--- src/rtl/chrisruk_matrix_pkg.sv ---
// Shared constants for the 8x8 APA102 digit matrix: frame layout, pixel words,
// glyph ROMs and the frame-sequencer state encoding.
package chrisruk_matrix_pkg;

    localparam int LED_COUNT   = 64;
    localparam int START_BITS  = 32;
    localparam int PIXEL_WORDS = 64;
    localparam int END_BITS    = 32;
    localparam int WORD_BITS   = 32;

    localparam int BIT_CNT_W = 5;
    localparam int LED_CNT_W = 6;

    // Header 0xE0 | brightness, then blue, green, red.
    localparam logic [31:0] LIT_WORD   = 32'hE400_0040;
    localparam logic [31:0] UNLIT_WORD = 32'hE000_0000;

    // One byte per row, bit 7 is the leftmost column.
    localparam logic [7:0] GLYPH_ZERO [8] = '{
        8'h3C, 8'h66, 8'h6E, 8'h76, 8'h66, 8'h66, 8'h3C, 8'h00
    };
    localparam logic [7:0] GLYPH_ONE [8] = '{
        8'h18, 8'h38, 8'h18, 8'h18, 8'h18, 8'h18, 8'h7E, 8'h00
    };

    typedef enum logic [1:0] {
        ST_START  = 2'd0,
        ST_PIXELS = 2'd1,
        ST_END    = 2'd2
    } state_t;

    function automatic logic glyph_pixel(input logic sel, input logic [LED_CNT_W-1:0] led);
        logic [7:0] row_bits;
        row_bits = sel ? GLYPH_ONE[led[5:3]] : GLYPH_ZERO[led[5:3]];
        return row_bits[3'd7 - led[2:0]];
    endfunction

endpackage

--- src/rtl/chrisruk_matrix_clkdiv.sv ---
// Strip clock generator: toggles clock_1 every MAX_COUNT system clocks and
// flags the system-clock edge on which clock_1 falls.
module chrisruk_matrix_clkdiv #(
    parameter int MAX_COUNT = 1000
) (
    input  logic clk,
    input  logic rst_n,
    output logic clock_1,
    output logic fall
);

    logic [15:0] count;
    logic        terminal;

    assign terminal = (count == 16'(MAX_COUNT - 1));

    always_ff @(posedge clk or negedge rst_n) begin
        if (!rst_n) begin
            count   <= '0;
            clock_1 <= 1'b0;
        end else if (terminal) begin
            count   <= '0;
            clock_1 <= ~clock_1;
        end else begin
            count   <= count + 16'd1;
        end
    end

    // Combinational so the data register updates on the very edge clock_1 falls.
    assign fall = terminal & clock_1;

endmodule

--- src/rtl/chrisruk_matrix.sv ---
// APA102 8x8 matrix driver showing digit "0" or "1" as an endless frame stream.
// Optional build macro CHRISRUK_MATRIX_BORDER_EN also lights the outer ring of pixels.
import chrisruk_matrix_pkg::*;

module chrisruk_matrix #(
    parameter int MAX_COUNT = 1000
) (
    input  logic [7:0] io_in,
    output logic [7:0] io_out
);

    logic clk;
    logic rst_n;
    logic digit1;
    logic unused_in;

    assign clk       = io_in[0];
    assign rst_n     = io_in[1];
    assign digit1    = io_in[2];
    assign unused_in = ^io_in[7:3];

    logic clock_1;
    logic fall;

    chrisruk_matrix_clkdiv #(
        .MAX_COUNT(MAX_COUNT)
    ) u_clkdiv (
        .clk    (clk),
        .rst_n  (rst_n),
        .clock_1(clock_1),
        .fall   (fall)
    );

    state_t                 state, state_next;
    logic [BIT_CNT_W-1:0]   bit_cnt, bit_next;
    logic [LED_CNT_W-1:0]   led_cnt, led_next;
    logic                   glyph_sel;
    logic                   strip;
    logic                   bit_value;
    logic                   pix_lit;
    logic [WORD_BITS-1:0]   pix_word;

    function automatic logic on_border(input logic [LED_CNT_W-1:0] led);
        return (led[5:3] == 3'd0) || (led[5:3] == 3'd7) ||
               (led[2:0] == 3'd0) || (led[2:0] == 3'd7);
    endfunction

    // The counters always name the bit currently on strip; reset leaves START bit 0 (a zero) presented.
    always_ff @(posedge clk or negedge rst_n) begin
        if (!rst_n) begin
            state     <= ST_START;
            bit_cnt   <= '0;
            led_cnt   <= '0;
            strip     <= 1'b0;
            glyph_sel <= 1'b0;
        end else begin
            if (state == ST_START && bit_cnt == '0)
                glyph_sel <= digit1;
            if (fall) begin
                state   <= state_next;
                bit_cnt <= bit_next;
                led_cnt <= led_next;
                strip   <= bit_value;
            end
        end
    end

    always_comb begin
        state_next = state;
        bit_next   = bit_cnt;
        led_next   = led_cnt;
        if (fall) begin
            bit_next = bit_cnt + 5'd1;
            if (bit_cnt == 5'(WORD_BITS - 1)) begin
                unique case (state)
                    ST_START: begin
                        state_next = ST_PIXELS;
                        led_next   = '0;
                    end
                    ST_PIXELS: begin
                        if (led_cnt == 6'(LED_COUNT - 1))
                            state_next = ST_END;
                        led_next = led_cnt + 6'd1;
                    end
                    ST_END: state_next = ST_START;
                    default: state_next = ST_START;
                endcase
            end
        end
    end

    // Value of the bit that becomes current after the next clock_1 fall, MSB first.
    always_comb begin
        pix_lit = glyph_pixel(glyph_sel, led_next);
`ifdef CHRISRUK_MATRIX_BORDER_EN
        pix_lit = pix_lit | on_border(led_next);
`endif
        pix_word  = pix_lit ? LIT_WORD : UNLIT_WORD;
        bit_value = 1'b0;
        unique case (state_next)
            ST_START:  bit_value = 1'b0;
            ST_PIXELS: bit_value = pix_word[5'd31 - bit_next];
            ST_END:    bit_value = 1'b1;
            default:   bit_value = 1'b0;
        endcase
    end

    assign io_out = {6'b00_0000, strip, clock_1};

endmodule

--- config.mk ---
export PLATFORM = sky130hd
export DESIGN_NAME = chrisruk_matrix
export DESIGN_NICKNAME = d
export VERILOG_FILES = /design/src/rtl/chrisruk_matrix_pkg.sv /design/src/rtl/chrisruk_matrix_clkdiv.sv /design/src/rtl/chrisruk_matrix.sv
export SDC_FILE = /design/constraint.sdc
export NUM_CORES = 1
export LEC_CHECK = 0
export ABC_AREA = 1
export BUFFER_PORTS_ARGS = -buffer_cell sky130_fd_sc_hd__buf_2
export CAP_MARGIN = 20
export CORE_MARGIN = 1
export CORE_UTILIZATION = 37
export DETAILED_ROUTE_END_ITERATION = 8
export GPL_TIMING_DRIVEN = 0
export RECOVER_POWER = 25
export REMOVE_ABC_BUFFERS = 1
export SYNTH_ARGS = -nofsm -noshare
export SYNTH_HDL_FRONTEND = slang
export SYNTH_SLANG_ARGS = --single-unit
--- constraint.sdc ---
create_clock -name io_in -period 6.99 [get_ports io_in]
set_input_delay 1.0485 -clock io_in [delete_from_list [all_inputs] [get_ports io_in]]
set_output_delay 1.0485 -clock io_in [all_outputs]
set_load 0.02 [all_outputs]
# [Word level (Yosys, flattened, before mapping)]
# Memories as Yosys holds them, arrays and structs flattened.
# Cells that the tools add are included.
[totals] word_cells=49 mem_bits_rw=0 latchBits=0 output_inout_bits=8 inputBits=8 memories=2 register_bits=32 rom_bits=128
[classes] div_mod_pow=0 order_cmp=3 n_bitwise=3 n_reduce_logical=3 addsub=5 multipliers=0 mux=20 eq_ne=6 shifts=0
[mem_list] name="(no name shown)" words=8 word_bits=8 rd=1 rd_clocked_by_memory_dff=0 write_ports=0 line="chrisruk_matrix_pkg.sv:34" text="row_bits = sel ? GLYPH_ONE[led[5:3]] : GLYPH_ZERO[led[5:3]];"
[mem_list] name="(no name shown)" words=8 word_bits=8 rd=1 rd_clocked_by_memory_dff=0 write_ports=0 line="chrisruk_matrix_pkg.sv:34"
[ops] cell="$mux 8" n=5
[ops] cell="$mux 27" n=1
[ops] cell="$add 16x1->16 const B" n=1
[ops] cell="$eq 16x10->1 const B" n=1
[ops] cell="$mux 16" n=1
[ops] cell="$mux 6" n=2
[ops] cell="$pmux 6 s2" n=1
[ops] cell="$add 6x1->6 const B" n=1
[ops] cell="$eq 6x6->1 const B" n=1
[ops] cell="$lt 5x6->1 const B" n=1
[ops] cell="$mux 2" n=3
[ops] cell="$add 5x1->5 const B" n=1
[ops] cell="$bmux 1 s5" n=1
[ops] cell="$eq 5x5->1 const B" n=1
[ops] cell="$logic_not 5->1" n=1
[ops] cell="$mux 5" n=1
[ops] cell="$sub 5x5->5 const A" n=1
[ops] cell="$eq 2x1->1 const B" n=2
[ops] cell="$ge 4x4->1 const B" n=1
[ops] cell="$lt 3x4->1 const B" n=1
[ops] cell="$not 3->4" n=1
[ops] cell="$pmux 2 s2" n=1
[ops] cell="$bmux 1 s3" n=1
[ops] cell="$sub 3x3->3 const A" n=1
[ops] cell="other kinds (7)" n=8

# [Logic depth before layout (Yosys ltp)]
[logic_depth] word_depth=15 mapped_depth=24 depth_no_buf=24

# [Cells and area by module]
# A second synthesis with hierarchy kept.
[hier_totals] cells_unflattened=306 area_unflattened_um2=2199.6
[modules_own_cells] module="chrisruk_matrix" cells_per_inst=170 seq_area_each_um2=375.4 area_per_inst_um2=1244.9 n_inst=1
[modules_own_cells] module="chrisruk_matrix_clkdiv" cells_per_inst=136 seq_area_each_um2=425.4 area_per_inst_um2=954.7 n_inst=1

# [Worst setup path after synthesis]
# OpenSTA, ideal clock, no wires.
[synth_timing] path_type="register to register" startpoint="register bit_cnt[0]" endpoint="register strip" required_ns=6.925 setup_time_ns=0.065 stages_incl_launch_ff=22 setup_slack_ns=4.525 n_path_buf=0 t_arrival_ns=2.400 synth_period_minus_slack_ns=2.465 cell_sequence="dfrtp_1 ha_1 inv_1 nor2_1 ha_1 nand2_1 nor2_2 xor2_1 a22oi_1 inv_1 ha_1 nand3_1 nand2_1 nand2_1 nand3_1 nand2_1 nand3_1 nand2_1 nand2_1 nand2_1 nand2_1 nand2_1"
[synth_via] elab_chain_cells=14 elab_cells_between_ends=25 cone_classes="add/sub: 3; eq/ne: 3; mux: 16; bitwise: 1; memory: 2"
[synth_lines] item="from (decl)" line="chrisruk_matrix.sv:35" text="logic [BIT_CNT_W-1:0] bit_cnt, bit_next;"
[synth_lines] item="from (signal assigned)" line="chrisruk_matrix.sv:61" text="bit_cnt <= bit_next;"
[synth_lines] item="$eq 5x5->1 (*)" line="chrisruk_matrix.sv:74" text="if (bit_cnt == 5'(WORD_BITS - 1)) begin"
[synth_lines] item="$mux 6 (*)" line="chrisruk_matrix.sv:74"
[synth_lines] item="$mux 6 (*)" line="chrisruk_matrix.sv:72" text="if (fall) begin"
[synth_lines] item="named net led_next[3]" line="chrisruk_matrix.sv:36" text="logic [LED_CNT_W-1:0] led_cnt, led_next;"
[synth_lines] item="$not 3->4 (implied by the code) (*)" line="chrisruk_matrix_pkg.sv:34"
[synth_lines] item="$mem_v2 8x8"
[synth_lines] item="$mux 8 (implied by the code) (2 in a row)" line="chrisruk_matrix_pkg.sv:34"
[synth_lines] item="$mux 8 (*)" line="chrisruk_matrix_pkg.sv:34"
[synth_lines] item="$bmux 1 s3 (*)" line="chrisruk_matrix_pkg.sv:35" text="return row_bits[3'd7 - led[2:0]];"
[synth_lines] item="$mux 1 (implied by the code) (*)" line="chrisruk_matrix_pkg.sv:35"
[synth_lines] item="$mux 27 (*)" line="chrisruk_matrix.sv:98" text="pix_word = pix_lit ? LIT_WORD : UNLIT_WORD;"
[synth_lines] item="$bmux 1 s5 (*)" line="chrisruk_matrix.sv:102" text="ST_PIXELS: bit_value = pix_word[5'd31 - bit_next];"
[synth_lines] item="$mux 1 (implied by the code) (*)" line="chrisruk_matrix.sv:102"
[synth_lines] item="$pmux 1 s2 (*)" line="chrisruk_matrix.sv:100" text="unique case (state_next)"
[synth_lines] item="to (signal assigned)" line="chrisruk_matrix.sv:63" text="strip <= bit_value;"
[synth_lines] item="to (decl)" line="chrisruk_matrix.sv:38" text="logic strip;"
# The timed path passes the listed nets; every way through them passes the cells marked *. The select of a mux whose other input is x is not followed.
# A chain may end at the register's enable or synchronous reset.

==> out/metrics.csv <==
stage,metric,value,unit
worst_setup_path,critPathBufInv,0,
power,ir_drop,0.0001365,V
drt,postRouteAntennaNets,0,
place,placed_area,0.002252,mm^2
clocking,cts_tree,built,
cells_and_area,layout-drive-gt1-share,14.01,%
global_route,grt_max_degree,11,
worst_setup_path,cp-end-kind,flop,
worst_setup_path,cp.arrival,3620,ps
worst_setup_path,reg2regPathDepth,21,
logic_synthesis,async_flop_share,100.0,%
worst_hold_path,hold_path.class,clk -> reg,
power,power.density,223.0,mW/mm^2
drt,post_drt_wl_per_cell,11.39,um
timing,worst_pin_slew,571.9,ps
place,gp_congestion,0.8308,
timing,grt_setup_unrepaired,no,
place,dp.final_hpwl,3237,um
worst_setup_path,crit_chain,"nor2_1, a21oi_1",
drt,routed_wirelength,4395,um
global_route,grt_usage,16.99,%
floorplan,core-area,0.005608,mm^2
cells_and_area,fillers,608,
timing,hold_ws,-128.7,ps
cells_and_area,layout_common_cells,"nand2_1 (62), inv_1 (49), nor2_1 (39)",
logic_synthesis,synth_area_leaders,"dfrtp_1 (37%), nand2_1 (11%), inv_1 (8.4%)",
logic_synthesis,ys_ff_latch,32,
global_route,grt_pass1_wl,7707,um
timing,hold_viol,32,
clocking,clk_pin_slew,70,ps
floorplan,fp.dieH,79.00,um
drt,vias_per_cell,4.744,
logic_synthesis,netlist_instances,299,
drt,firstDrtPassIters,4,
global_route,antenna_found_initial,0,
run_status,violations,hold timing,
timing,fin_worst_skew,6.422,ps
drt,num_vias,1831,
run_status,status,"complete, but fails checks",
timing,tns,0,ps
logic_synthesis,synth-edff-count,0,
clocking,post_cts_buffers,0,
global_route,grt_overflow_total,0,
floorplan,top_level_ports,16,
logic_synthesis,synth_area,0.002193,mm^2
timing,slew_headroom,61.88,%
worst_setup_path,r2r_start,bit_cnt[0]$_DFFE_PN0N_,
floorplan,initial_utilization,39.11,%
worst_setup_path,start_kind,clock port,
cells_and_area,stdcell_area,0.002444,mm^2
worst_hold_path,hold_start,io_in[2],
logic_synthesis,synth_top_area_share,36.51,%
logic_synthesis,yosys.area.top_type,dfrtp_1,
floorplan,row_count,27,
cells_and_area,nets,329,
drt,route.detailed.drc,0,
worst_setup_path,crit_fanout,1,
cells_and_area,layout_commonest_cell,nand2_1,
logic_synthesis,yosys_warnings,0,
worst_setup_path,critPathSlowestCell,nor2_1,
clocking,post_cts_resized,0,
floorplan,die_w,79.00,um
power,leakage,0.9000,nW
floorplan,die_area,0.006240,mm^2
logic_synthesis,ys_seq_area_share,36.51,%
clocking,holdBufCountCts,0,
timing,drv_slew,0,
worst_hold_path,min_to,glyph_sel$_DFFE_PN0P_,
cells_and_area,antennaDiodeCount,0,
worst_setup_path,path_depth,2,
timing,fin_ws,3548,ps
place,io_buffer_count,2,
worst_setup_path,cp_top_family,simple AND/OR/NAND/NOR gates,
logic_synthesis,ys_types,33,
place,preCtsSetupSlack,3252,ps
worst_setup_path,required,7170,ps
timing,setup-violations-final,0,
worst_setup_path,rrSetupSlack,4160,ps
logic_synthesis,syn_avg_cell_area,7.336,um^2
global_route,grt_pass1_vias,1804,
clocking,clk-insertion-delay-late,290,ps
worst_setup_path,r2r_end,strip$_DFFE_PN0N_,
logic_synthesis,synth_ff_type,dfrtp_1,
cells_and_area,area_delta_synth_final,11.41,%
drt,drt_iter0_drc,61,
worst_setup_path,crit_type,clk -> reg,
job,drv_cap,0,
worst_setup_path,cpPeakStageDelay,80,ps
cells_and_area,postLayoutCoreUtil,43.57,%
worst_hold_path,holdPathStages,2,
## how the worst max path moves through the flow
stage | startpoint | endpoint | slack, ps
finish | io_in[2] | glyph_sel$_DFFE_PN0P_ | 3550
global route | io_in[2] | glyph_sel$_DFFE_PN0P_ | 3540
detailed placement | io_in[2] | glyph_sel$_DFFE_PN0P_ | 3250
floorplan | io_in[2] | glyph_sel$_DFFE_PN0P_ | 3260
global placement | io_in[2] | glyph_sel$_DFFE_PN0P_ | 3250
CTS | io_in[2] | glyph_sel$_DFFE_PN0P_ | 3540
## area by class of cell
class	instances	area (um^2)	area share [%]
Inverter	55	211.5	8.653
Clock buffer	11	111.4	4.557
Sequential cell	32	800.8	32.77
Clock inverter	5	80.08	3.277
Tap cell	72	90.09	3.687
Timing Repair Buffer	2	10.01	0.4096
Multi-Input combinational cell	209	1140	46.65
## worst reg2reg max path: stages, from the launching register on
cell     delay (ps)
dfrtp_1         390
ha_1            160
inv_1            60
nor2_1          110
ha_1            290
nand2_1         150
nor2_2          160
xor2_1           80
a22oi_1         330
inv_1           120
ha_1            250
nand3_1         110
nand2_1          60
nand2_1          50
nand3_1          80
nand2_1          60
nand3_1          70
nand2_1          60
nand2_1          40
nand2_1          50
nand2_1          50
nand2_1          50
## synthesized netlist by cell type, types with 2 or more instances
cell,count
inv_2,5
nor2_1,39
o21ai_0,14
nor2_2,5
nand4_1,2
nand3_4,2
nor4_1,2
inv_1,49
dfrtp_1,32
ha_1,11
nand2_4,4
nand2_1,62
nand3_1,27
nand2_2,6
buf_4,8
nor2_4,2
xor2_1,3
nor3_1,5
a21oi_1,7
## stage by stage
| stage | instances | total power [W] |
|---|---|---|
| 2_1_floorplan | 296 | 0.0001949 |
| 3_3_place_gp | 370 | 0.0001949 |
| 3_5_place_dp | 370 | 0.0001949 |
| 4_1_cts | 386 | 0.0006009 |
| 5_1_grt | 386 | 0.0005847 |
| 6_report | 386 | 0.0005449 |
## layer usage
metal  vias to the layer above  routed length, um  GRT usage [%]
li1                        948                  -              -
met1                       828               2149          19.16
met2                        40               1883          22.76
met3                        15                248          10.23
met4                         0                114          13.45
met5                         -                  0              0
## kinds of logic (layout without fill, tap and decap cells)
family          Yosys count  count (layout)  synth area share (%)
simple gates            160             160                 35.48
buf+inv                  63              73                 12.38
flops                    32              32                 36.51
compound gates           27              27                 6.846
fa+ha+maj                11              11                 6.275
xor+xnor                  5               5                 2.339
other cells               1               6                0.1710
## registers in the layout (all words and copies together) (netlist names)
register / flops
u_clkdiv.count: 16
led_cnt: 6
bit_cnt: 5
state: 2
glyph_sel: 1
strip: 1
u_clkdiv.clock_1: 1
## report_power, final
group	total, W	internal [W]	switching (W)
logic	0.00000281	0	0.00000281
registers	0.000182	0.000182	0
clock network	0.000360	0.000184	0.000176
Note: power is estimated with default switching activity, not from simulation.
